**config.mk**
```make
export PLATFORM = sky130hd
export DESIGN_NAME = instr_mem_pipe
export DESIGN_NICKNAME = d
export VERILOG_FILES = /design/src/rtl/instr_mem_pipe_pkg.sv /design/src/rtl/instr_mem_pipe_imem_array.sv /design/src/rtl/instr_mem_pipe.sv
export SDC_FILE = /design/constraint.sdc
export NUM_CORES = 2
export LEC_CHECK = 0
export CAP_MARGIN = 20
export CORE_AREA = 4 4 676 410
export DETAILED_ROUTE_END_ITERATION = 7
export DIE_AREA = 0 0 680 414
export HOLD_SLACK_MARGIN = 0.08
export PLACE_DENSITY = 0.41
export SLEW_MARGIN = 40
export SYNTH_ARGS = -nofsm -noshare
export SYNTH_HDL_FRONTEND = slang
export SYNTH_SLANG_ARGS = --single-unit
```
**constraint.sdc**
```tcl
create_clock -name clk -period 2.5 [get_ports clk]
set_input_delay 0.375 -clock clk [delete_from_list [all_inputs] [get_ports clk]]
set_output_delay 0.375 -clock clk [all_outputs]
set_load 0.1 [all_outputs]
```
**src/rtl/instr_mem_pipe_pkg.sv**
```systemverilog
// Shared defines for the instruction memory pipe.
// Opcodes, halt word and control FSM encoding.
package instr_mem_pipe_pkg;

  localparam int DEF_WIDTH = 32;

  localparam logic [3:0] OP_MOV  = 4'h1;
  localparam logic [3:0] OP_MPY  = 4'h2;
  localparam logic [3:0] OP_ADD  = 4'h3;
  localparam logic [3:0] OP_CMP  = 4'h4;
  localparam logic [3:0] OP_BR   = 4'h5;
  localparam logic [3:0] OP_HALT = 4'hf;

  localparam logic [DEF_WIDTH-1:0] HALT_WORD =
    {OP_HALT, 28'h0};

  typedef enum logic [1:0] {
    RUN   = 2'd0,
    LOAD  = 2'd1,
    DRAIN = 2'd2
  } state_t;

endpackage

```
**src/rtl/instr_mem_pipe_imem_array.sv**
```systemverilog
// Instruction storage: one write port, one
// registered read port, contents never reset.
module imem_array #(
  parameter int WIDTH = 32,
  parameter int DEPTH = 64,
  parameter int ADDR_W = $clog2(DEPTH),
  parameter logic [WIDTH-1:0] INIT = '0
) (
  input  logic              clk,
  input  logic              rst,
  input  logic              we,
  input  logic [ADDR_W-1:0] waddr,
  input  logic [WIDTH-1:0]  wdata,
  input  logic              re,
  input  logic [ADDR_W-1:0] raddr,
  output logic [WIDTH-1:0]  rdata
);

  logic [WIDTH-1:0] mem [DEPTH] = '{default: INIT};

  always_ff @(posedge clk) begin
    if (we) mem[waddr] <= wdata;
  end

  // only the output register clears; the array keeps its program
  always_ff @(posedge clk or posedge rst) begin
    if (rst)     rdata <= '0;
    else if (re) rdata <= mem[raddr];
  end

endmodule

```
**src/rtl/instr_mem_pipe.sv**
```systemverilog
// Fetch pipe: valid/ready instruction memory
// with program-load FSM and flush.
module instr_mem_pipe
  import instr_mem_pipe_pkg::*;
#(
  parameter int WIDTH = DEF_WIDTH,
  parameter int DEPTH = 64,
  parameter int ADDR_W = $clog2(DEPTH)
) (
  input  logic              clk,
  input  logic              rst,
  input  logic              req_valid,
  output logic              req_ready,
  input  logic [31:0]       pc,
  output logic              rsp_valid,
  input  logic              rsp_ready,
  output logic [WIDTH-1:0]  inst,
  output logic              rsp_fault,
  input  logic              flush,
  input  logic              ld_en,
  input  logic [ADDR_W-1:0] ld_addr,
  input  logic [WIDTH-1:0]  ld_data
);

  localparam logic [WIDTH-1:0] HALT =
    WIDTH'(HALT_WORD);

  state_t state_q, state_d;
  logic fire, take, oob;
  logic fault_q;
  logic [WIDTH-1:0] rdata;

  always_comb begin
    state_d = state_q;
    case (state_q)
      RUN:     if (ld_en) state_d = LOAD;
      LOAD:    if (!ld_en) state_d = DRAIN;
      DRAIN:   state_d = RUN;
      default: state_d = RUN;
    endcase
  end

  always_ff @(posedge clk or posedge rst) begin
    if (rst) state_q <= RUN;
    else     state_q <= state_d;
  end

  // reads never overlap a write: ld_en blocks acceptance
  assign req_ready = (state_q == RUN) && !ld_en
                  && (!rsp_valid || rsp_ready);
  assign fire = req_valid && req_ready;
  assign take = fire && !flush;
  assign oob  = pc >= 32'(DEPTH);

  always_ff @(posedge clk or posedge rst) begin
    if (rst) begin
      rsp_valid <= 1'b0;
      fault_q   <= 1'b0;
    end else if (flush) begin
      rsp_valid <= 1'b0;
    end else if (fire) begin
      rsp_valid <= 1'b1;
      fault_q   <= oob;
    end else if (rsp_ready) begin
      rsp_valid <= 1'b0;
    end
  end

  imem_array #(
    .WIDTH (WIDTH),
    .DEPTH (DEPTH),
    .ADDR_W(ADDR_W),
    .INIT  (HALT)
  ) u_array (
    .clk  (clk),
    .rst  (rst),
    .we   (ld_en),
    .waddr(ld_addr),
    .wdata(ld_data),
    .re   (take),
    .raddr(pc[ADDR_W-1:0]),
    .rdata(rdata)
  );

  assign inst      = fault_q ? HALT : rdata;
  assign rsp_fault = fault_q;

endmodule

```
==> flow_metrics.env <==
export IMPL_grt_total_usage=0.1842
export IMPL_swShare=0.2363
export IMPL_cp_end_kind="output port"
export IMPL_dr_pass1_iters=5
export IMPL_grt_max_degree=65
export IMPL_syn_to_final_growth_pct=23.30
export IMPL_rrSetupSlack_ns=0.14
export IMPL_vdd_drop_max_mv=0.5969
export IMPL_leakage_uw=0.03405
export IMPL_path_cells="buf_12 -> or2_2 -> buf_12"
export IMPL_syn_area_mm2=0.08092
export IMPL_port_buffers=110
export IMPL_slowest_stage="dfrtp_4"
export IMPL_antenna_found_initial=18
export IMPL_avgSynthCellArea_um2=18.57
export IMPL_hp_class="primary input to flop"
export IMPL_layout_common_cells="edfxtp_1, mux2i_1, a22oi_1"
export IMPL_drive_above_1_share=0.2119
export IMPL_r2r_start="rsp_valid$_DFFE_PP0P_"
export IMPL_ant_nets=0
export IMPL_period_needed_ns=2.491
export IMPL_seq_area_frac_synth=0.7712
export IMPL_grt_pass1_wl_um=365500
export IMPL_fin_cells=8776
export IMPL_drtIter0Drc=4459
export IMPL_finalSetupViolCount=0
export IMPL_syn_inst=4357
export IMPL_cts_buffers=203
export IMPL_reg2reg_depth=9
export IMPL_cap_violations=0
export IMPL_slowest_delay_ns=0.55
export IMPL_max_slew_margin_rel=0.4876
export IMPL_pwr_share_comb=0.086
export IMPL_avgRoutedWirePerCell_um=30.17
export IMPL_crit_fanout=18
export IMPL_switchingPower_uw=17800
export IMPL_synth_top_cells_by_area="edfxtp_1, mux2i_1, a22oi_1, mux4_2, a21oi_1"
export IMPL_core_mm2=0.2704
export IMPL_vias_per_cell=5.003
export IMPL_grt_pass1_vias=43576
export IMPL_rsz0062_at_grt="yes"
export IMPL_insertion_delay_ns=0.86
export IMPL_tritoncts="built"
export IMPL_ys_warn_count=0
export IMPL_yosys_area_top_type_share=0.7600
export IMPL_internal_power_uw=57530
export IMPL_power_total_uw=75330
export IMPL_pin_count=111
export IMPL_htreeDepth=4
export IMPL_gp_congestion=0.7805
export IMPL_dpl_hpwl_um=168000
export IMPL_min_from="ld_data[16]"
export IMPL_p_per_area_mw_per_mm2=755.1
export IMPL_grt_ovfl_total=0
export IMPL_multi_input_area_mm2=0.01766
export IMPL_p_clk_frac=0.393
export IMPL_die_width_um=680
export IMPL_num_rows=148
export IMPL_wirelength_um=264800
export IMPL_whs_ns=0.1569
export IMPL_placed_cells=8384
export IMPL_r2r_end="u_array.rdata[10]$_DFFE_PP0P_"
export IMPL_clkSinkCount=2084
export IMPL_worst_pin_slew_ns=0.7686
export IMPL_yosysTopAreaCell="edfxtp_1"
export IMPL_arrival_ns=2.12
export IMPL_die_area_mm2=0.2815
export IMPL_nFillCells=25059
export IMPL_routed_via_count=43908
export IMPL_die_h_um=414
export IMPL_fin_skew_ns=0.03465
export IMPL_critical_path_class="flop to output port"
export IMPL_cpMostUsedCell="buf_12"
export IMPL_start_util=0.2993
export IMPL_hold_viol=0
export IMPL_period_share=0.9965
export IMPL_synth_cell_types=33
export IMPL_nets=5093
export IMPL_max_freq_mhz=401.4
export IMPL_cts_root_buffer="clkbuf_16"
export IMPL_drc=0
export IMPL_p_seq_frac=0.521
export IMPL_cp_start_kind="flop"
export IMPL_maxSlewViolCount=0
export IMPL_whs_path_depth=1
export IMPL_clk_pin_slew_worst_paths_ns=0.06
export IMPL_tns_ns=0
export IMPL_status="finished, final reports clean"
export IMPL_whs_endpoint="u_array.mem[57][16]$_DFFE_PP_"
export IMPL_cts_path_max_buffers=4
export IMPL_final_common_cell="edfxtp_1"
export IMPL_ff_latch_area_mm2=0.06241
export IMPL_synth_seq_cells=2084
export IMPL_synth_net_count=4433
export IMPL_required_ns=2.12
worst max-delay path, delay by kind of cell (launching register included):
kind / cells / cell delay [ns]
buffers and inverters: 2 / 0.38
flip-flops: 1 / 0.55
AND/OR/NAND/NOR: 1 / 0.33
stage by stage:
step / utilization / cell area [um2] / worst slack, ns
global placement: 0.3449 / 93260 / -0.5042
CTS: 0.3689 / 99740 / -0.1251
global route: 0.3690 / 99760 / -0.09775
detailed placement: 0.3449 / 93260 / -0.5344
floorplan: - / 81190 / -0.5256
finish: 0.3690 / 99770 / 0.008733
state kept, by name, indices dropped and copies added (netlist names):
register,count
u_array.mem,2048
u_array.rdata,32
state_q,2
rsp_fault,1
rsp_valid,1
power by group through the flow:
stage / combinational, uW / clock (uW) / sequential (uW)
finish: 6470 / 29600 / 39200
detailed placement: 6460 / 0 / 40000
floorplan: 3200 / 0 / 39600
global placement: 6450 / 0 / 40100
global route: 6820 / 32000 / 39200
CTS: 6590 / 30500 / 39300
what timing repair did:
item                       in CTS  in global routing
setup endpoints to repair      28                 17
hold endpoints to repair      818                  0
resized for setup              11                  1
hold buffers                   23                  0
pin swaps                       0                  0
setup buffers                   3                  2
worst max-delay path by stage:
stage,startpoint,endpoint,slack [ns],cells after the start
floorplan,rsp_valid$_DFFE_PP0P_,u_array.rdata[18]$_DFFE_PP0P_,-0.53,7
global placement,pc[1],u_array.rdata[20]$_DFFE_PP0P_,-0.50,9
detailed placement,pc[1],u_array.rdata[20]$_DFFE_PP0P_,-0.53,9
CTS,rsp_fault$_DFFE_PP0P_,inst[14],-0.13,3
global route,rsp_fault$_DFFE_PP0P_,inst[29],-0.1,3
finish,rsp_fault$_DFFE_PP0P_,inst[29],0.009,3
cell families after synthesis:
| family | count (synthesis) | synth area share |
|---|---|---|
| multiplexers | 992 | 0.1326 |
| buffers and inverters | 264 | 0.01885 |
| flip-flops | 2084 | 0.7712 |
| AND/OR/NAND/NOR | 407 | 0.02581 |
| AO/OA/AOI/OAI | 610 | 0.05158 |
synthesized netlist by cell type:
master,number
nor3b_1,1
a21oi_1,192
nor4_1,6
nand2b_1,6
clkbuf_4,1
nor4bb_1,1
buf_6,20
nand3_1,135
mux2i_1,928
inv_1,1
a221o_1,32
a22oi_1,384
buf_1,10
or2_2,5
edfxtp_1,2048
or3_1,1
buf_8,3
or4_1,32
nand2_1,73
buf_2,100
nand4_1,34
clkbuf_1,70
nor2_2,1
nor3_1,2
mux4_2,64
nor4b_4,1
dfrtp_1,36
nor2b_1,36
and2_1,2
nor2_1,68
o21ai_0,2
nand3b_1,3
buf_4,59
final cells by class:
cell class,count,share of cell area
Sequential cell,2084,0.6255
Multi-Input combinational cell,2009,0.1770
Timing Repair Buffer,718,0.09041
Clock buffer,255,0.05382
Tap cell,3600,0.04515
Clock inverter,105,0.007988
Antenna cell,4,0.0001003
Inverter,1,0.00003762
metal layers:
| metal | vias to the layer above | part of all wire | GRT usage |
|---|---|---|---|
| li1 | 19021 | - | - |
| met1 | 23566 | 0.52 | 0.2989 |
| met2 | 1065 | 0.42 | 0.2613 |
| met3 | 252 | 0.049 | 0.02687 |
| met4 | 4 | 0.014 | 0.02886 |
| met5 | - | 0.000098 | 0 |
(Power assumes the default switching activity.)
